--- src/rtl/cpu_pkg.sv ---
// Definitions shared by the ID/EX/MEM/WB segments: datapath widths,
// the hardwired-zero register index and the register index type.
package cpu_pkg;

  localparam int DATA_W   = 32;
  localparam int ADDR_W   = 5;
  localparam int REG_ZERO = 0;

  typedef logic [ADDR_W-1:0] reg_idx_t;

endpackage

--- src/rtl/reg_scoreboard.sv ---
// Per-register pending-write scoreboard: issues count up, commits count down,
// and reads of registers with writes still in flight raise a stall.
module reg_scoreboard #(
  parameter int ADDR_W = 5,
  parameter int CNT_W  = 2
) (
  input  logic              clk,
  input  logic              rst,
  input  logic              wb_write_i,
  input  logic [ADDR_W-1:0] wb_addr_i,
  input  logic [ADDR_W-1:0] rd_addr_a_i,
  input  logic [ADDR_W-1:0] rd_addr_b_i,
  input  logic              use_a_i,
  input  logic              use_b_i,
  input  logic              issue_valid_i,
  input  logic              issue_write_i,
  input  logic [ADDR_W-1:0] issue_dst_i,
  output logic              stall_o,
  output logic              sb_err_o
);
  import cpu_pkg::*;

  localparam int                NREG     = 2**ADDR_W;
  localparam logic [CNT_W-1:0]  CNT_MAX  = '1;
  localparam logic [ADDR_W-1:0] ZERO_IDX = ADDR_W'(REG_ZERO);

  logic [CNT_W-1:0] cnt_q [NREG];
  logic [CNT_W-1:0] cnt_d [NREG];
  logic             sb_err_q, sb_err_d;

  logic             commitFire, issueFire;
  logic             decA, decB, busyA, busyB;
  logic [CNT_W-1:0] remA, remB;

  assign commitFire = wb_write_i && (wb_addr_i != ZERO_IDX);

  // A write retiring this cycle is bypassed to the reader, so it no longer counts.
  assign decA  = commitFire && (wb_addr_i == rd_addr_a_i);
  assign decB  = commitFire && (wb_addr_i == rd_addr_b_i);
  assign remA  = cnt_q[rd_addr_a_i] - CNT_W'(decA);
  assign remB  = cnt_q[rd_addr_b_i] - CNT_W'(decB);
  assign busyA = (rd_addr_a_i != ZERO_IDX) && (remA != '0);
  assign busyB = (rd_addr_b_i != ZERO_IDX) && (remB != '0);

  assign stall_o   = (use_a_i && busyA) || (use_b_i && busyB);
  assign issueFire = issue_valid_i && !stall_o && issue_write_i && (issue_dst_i != ZERO_IDX);
  assign sb_err_o  = sb_err_q;

  always_comb begin
    sb_err_d = sb_err_q;
    for (int i = 0; i < NREG; i++) begin
      cnt_d[i] = cnt_q[i];
      case ({issueFire && (issue_dst_i == ADDR_W'(i)), commitFire && (wb_addr_i == ADDR_W'(i))})
        2'b10: begin
          if (cnt_q[i] == CNT_MAX) sb_err_d = 1'b1;
          else                     cnt_d[i] = cnt_q[i] + CNT_W'(1);
        end
        2'b01: begin
          if (cnt_q[i] == '0) sb_err_d = 1'b1;
          else                cnt_d[i] = cnt_q[i] - CNT_W'(1);
        end
        default: ;
      endcase
    end
  end

  always_ff @(posedge clk or posedge rst) begin
    if (rst) begin
      for (int i = 0; i < NREG; i++) cnt_q[i] <= '0;
      sb_err_q <= 1'b0;
    end else begin
      cnt_q    <= cnt_d;
      sb_err_q <= sb_err_d;
    end
  end

endmodule

--- src/rtl/wb_regfile.sv ---
// General-purpose register file at the end of the write-back segment:
// commits WB results, serves two bypassed read ports, and tracks pending writes.
module wb_regfile #(
  parameter int DATA_W = 32,
  parameter int ADDR_W = 5,
  parameter int CNT_W  = 2
) (
  input  logic              clk,
  input  logic              rst,
  input  logic              wb_write,
  input  logic [ADDR_W-1:0] wb_addr,
  input  logic [DATA_W-1:0] wb_data,
  input  logic [ADDR_W-1:0] rd_addr_a,
  input  logic [ADDR_W-1:0] rd_addr_b,
  input  logic              use_a,
  input  logic              use_b,
  output logic [DATA_W-1:0] rd_data_a,
  output logic [DATA_W-1:0] rd_data_b,
  input  logic              issue_valid,
  input  logic              issue_write,
  input  logic [ADDR_W-1:0] issue_dst,
  output logic              stall,
  output logic              sb_err
);
  import cpu_pkg::*;

  localparam int                NREG     = 2**ADDR_W;
  localparam logic [ADDR_W-1:0] ZERO_IDX = ADDR_W'(REG_ZERO);

  logic [DATA_W-1:0] regs_q [NREG];
  logic              commitFire;

  assign commitFire = wb_write && (wb_addr != ZERO_IDX);

  always_ff @(posedge clk or posedge rst) begin
    if (rst) begin
      for (int i = 0; i < NREG; i++) regs_q[i] <= '0;
    end else if (commitFire) begin
      regs_q[wb_addr] <= wb_data;
    end
  end

  // Same-cycle write-through gives zero commit-to-read latency.
  assign rd_data_a = (rd_addr_a == ZERO_IDX)                 ? '0      :
                     (wb_write && (wb_addr == rd_addr_a))    ? wb_data :
                                                               regs_q[rd_addr_a];
  assign rd_data_b = (rd_addr_b == ZERO_IDX)                 ? '0      :
                     (wb_write && (wb_addr == rd_addr_b))    ? wb_data :
                                                               regs_q[rd_addr_b];

  reg_scoreboard #(
    .ADDR_W (ADDR_W),
    .CNT_W  (CNT_W)
  ) u_scoreboard (
    .clk           (clk),
    .rst           (rst),
    .wb_write_i    (wb_write),
    .wb_addr_i     (wb_addr),
    .rd_addr_a_i   (rd_addr_a),
    .rd_addr_b_i   (rd_addr_b),
    .use_a_i       (use_a),
    .use_b_i       (use_b),
    .issue_valid_i (issue_valid),
    .issue_write_i (issue_write),
    .issue_dst_i   (issue_dst),
    .stall_o       (stall),
    .sb_err_o      (sb_err)
  );

endmodule

--- config.mk ---
export PLATFORM = sky130hd
export DESIGN_NAME = wb_regfile
export DESIGN_NICKNAME = d
export VERILOG_FILES = /design/src/rtl/cpu_pkg.sv /design/src/rtl/reg_scoreboard.sv /design/src/rtl/wb_regfile.sv
export SDC_FILE = /design/constraint.sdc
export NUM_CORES = 2
export LEC_CHECK = 0
export CAP_MARGIN = 20
export CORE_AREA = 2 2 456 458
export DETAILED_ROUTE_END_ITERATION = 16
export DIE_AREA = 0 0 458 460
export PLACE_DENSITY = 0.54
export SYNTH_ARGS = -nofsm -noshare
export SYNTH_HDL_FRONTEND = slang
export SYNTH_HIERARCHICAL = 1
export SYNTH_SLANG_ARGS = --single-unit
export TNS_END_PERCENT = 100
--- constraint.sdc ---
create_clock -name clk -period 29.2 [get_ports clk]
set_input_delay 2.92 -clock clk [delete_from_list [all_inputs] [get_ports clk]]
set_output_delay 2.92 -clock clk [all_outputs]
set_load 0.03 [all_outputs]
==> flow_metrics.py <==
metrics = {
    "outcome": {
        "status": "finished clean",
    },
    "placed_design": {
        "dp_hpwl_mm": 122,
        "place_ws_ns": 18.37,
        "dp_cells": 7041,
        "place_congestion": 0.800,
        "dpl-instance-area_um2": 65200,
        "portBuffers": 124,
    },
    "timing": {
        "fin_tns_setup_ns": 0,
        "tightest_slew_ns": 1.20,
        "fin_ws_ns": 18.43,
        "fin_hold_ws_ns": 0.394,
        "timing.final.crit_share_pct": 36.9,
        "skew_ns": 0.0332,
        "fin_crit_ns": 10.77,
        "slew_violations": 0,
        "rsz0062_at_grt": "no",
        "fmax_ghz": 0.0929,
        "setup_viol": 0,
        "slew_headroom_pct": 19.7,
        "finalHoldViolations": 0,
    },
    "clocking": {
        "cts_tree": "built",
        "cts_setup_buffers": 0,
        "cts.clk_slew.worst_paths_ns": 0.06,
        "cts-root-buf": "clkbuf_16",
        "cts.hold.buffers_added": 0,
        "cts.sinks": 1089,
        "cts_made_buffers": 119,
        "clock_latency_ns": 0.75,
        "clockBufferDepth": 3,
        "cts-htree-levels": 3,
        "cts_resized": 0,
    },
    "setup_path": {
        "cp_data_required_time_ns": 26.28,
        "r2r_slack_ns": 24.93,
        "cp_common_cell": "buf_4",
        "critPathArrivalTime_ns": 7.85,
        "critPathKind": "input pin to output pin",
        "cp_cell_sequence": "buf_8 > buf_4 > buf_4 > buf_4 > mux4_2 > a22oi_1 > a21oi_1 > a221o_1 > clkdlybuf4s50_1",
        "critical_path.max_fanout": 71,
        "cp_slowest_cell": "buf_4",
        "end_kind": "output pin",
        "slowest_delay_ns": 0.75,
        "regToRegEndpoint": "u_scoreboard/sb_err_o",
        "startpoint_type": "input pin",
        "r2r_cells": 14,
        "r2r_start": "u_scoreboard/cnt_q[22]",
    },
    "layout": {
        "most-common-layout-cells": "1089 x dfrtp_1, 986 x mux2_2, 441 x mux4_2",
        "drive_gt1_share_pct": 40.1,
        "register_area_um2": 27300,
        "fill_cells": 20100,
        "instances_no_fill": 7279,
        "area_growth_pct": 13.2,
        "final_common_cell": "dfrtp_1",
        "multi_input_area_um2": 32200,
        "finish.instance_area_um2": 69700,
        "layout.nets": 4591,
        "final_util_pct": 33.8,
    },
    "min_path": {
        "holdCritPathClass": "flop to flop",
        "whs_path_depth": 0,
        "min_to": "regs_q[1015]",
        "min_from": "regs_q[1015]",
    },
    "power": {
        "p_leak_nw": 29.2,
        "combinationalPowerShare_pct": 21.7,
        "ir_drop_v": 0.0000569,
        "p_switching_mw": 1.37,
        "power.total_mw": 4.69,
        "p_sw_share_pct": 29.3,
        "cellPowerDensity_nw_per_um2": 67.3,
        "pwr-share-clk_pct": 34.5,
        "share_seq_of_total_power_pct": 43.8,
        "p_int_mw": 3.31,
    },
    "floorplanning": {
        "die_x_um": 458,
        "die_h_um": 460,
        "io-pin-count": 125,
        "die_area_um2": 211000,
        "row_count": 167,
        "initial_core_util_pct": 29.9,
        "core-area_um2": 206000,
    },
    "synth": {
        "syn_nets": 4674,
        "synthArstFlopShare_pct": 100,
        "yosys_warnings": 6,
        "syn_area_um2": 61600,
        "yosysSeqAreaShare_pct": 44.3,
        "avgSynthCellArea_um2": 13.5,
        "synth_xor_area_share_pct": 0.313,
        "ys.flop_type": "dfrtp_1",
        "ys_ff_latch": 1089,
        "synth_cells": 4553,
        "synth_compound_area_share_pct": 6.92,
        "synth.distinct_cells": 64,
        "synth_edf_count": 0,
        "synth_top_family_by_area": "multiplexers",
        "synth_fa_ha_area_share_pct": 1.26,
        "yosys.area_share.simple_pct": 4.72,
        "synth_mux_area_share_pct": 38.5,
    },
    "grt": {
        "gr-total-overflow": 0,
        "grt_pass1_wl_mm": 318,
        "grt_pass1_vias": 42800,
        "grt_start_max_net_pins": 149,
        "grtUsageTotal_pct": 20.7,
        "antenna_found_initial": 9,
    },
    "flow_run": {
        "cap_violations": 0,
    },
    "drt": {
        "met2_length_mm": 103,
        "met1Wirelength_mm": 96.2,
        "top_layer_used": "met5",
        "post_drt_wl_per_cell_um": 30.5,
        "ant_nets": 0,
        "routed_via_density": 5.81,
        "drtIter0Drc": 4007,
        "drt-pass1-iter-count": 5,
        "vias": 42300,
        "wl_met3_mm": 15.0,
        "wl_mm": 222,
        "route.detailed.drc": 0,
    },
}
==> state kept, by name, summed over array words and instances, names as in the netlist <==
| signal | cells |
|---|---|
| u_scoreboard/sb_err_o | 1 |
| regs_q | 1024 |
| u_scoreboard/cnt_q | 64 |
==> per-layer routing <==
metal	up-vias	GRT usage, %
met5	-	0
met4	4	7.32
met3	398	3.66
met2	1630	32.7
met1	23000	28.6
li1	17300	-
==> synth_stat cells (45+ instances only) <==
master	n	area, um^2
nor3b_1	62	465
a22oi_1	117	878
mux2_2	986	11100
nor2_1	97	364
ha_1	62	776
mux2i_1	258	2580
mux4_2	441	9930
a21oi_1	166	831
o22ai_1	53	332
inv_1	45	169
o21ai_0	84	420
nand2_1	125	469
dfrtp_1	1089	27300
buf_1	58	218
buf_2	120	601
clkbuf_1	217	815
nor2b_1	62	388
nand3_1	48	240
==> layout make-up <==
cell class	instances	area share, %
diodes	4	0.0144
clock buffers	183	5.15
clock inverters	39	0.830
inverters	46	0.253
multi-input cells	2954	46.2
flip-flops and latches	1089	39.1
well taps	2704	4.86
repair buffers	260	3.62
==> worst max-delay path by stage <==
stage / from / to / slack, ns
CTS: rd_addr_b[0] / rd_data_b[12] / 18.36
finish: rd_addr_b[0] / rd_data_b[12] / 18.43
detailed placement: rd_addr_b[0] / rd_data_b[12] / 18.37
global placement: rd_addr_b[0] / rd_data_b[12] / 18.36
global route: rd_addr_b[0] / rd_data_b[12] / 18.15
floorplan: rst / regs_q[0] / 12.17
==> power groups by stage <==
stage                     Sequential, mW  Clock (mW)  Combinational (mW)
final                               2.05        1.62                1.02
after global routing                2.09        1.71                1.09
after CTS                           2.04        1.65                1.02
after detailed placement            2.07           0                1.01
after global placement              2.06           0               0.995
after floorplan                     1.99           0               0.782
==> kinds of logic after synthesis <==
| group | after synthesis |
|---|---|
| and+or+nand+nor | 542 |
| adders and majority gates | 62 |
| DFF | 1089 |
| xor gates and xnor gates | 22 |
| buffers and inverters | 510 |
| AOI/OAI and AO/OA | 635 |
| muxes | 1693 |
==> critical path, delay by kind of cell <==
kind	cells	cell delay, ns
compound gates	3	0.71
buf+inv	5	3.31
mux	1	0.59
No activity file was read; power rests on OpenSTA's default activity.
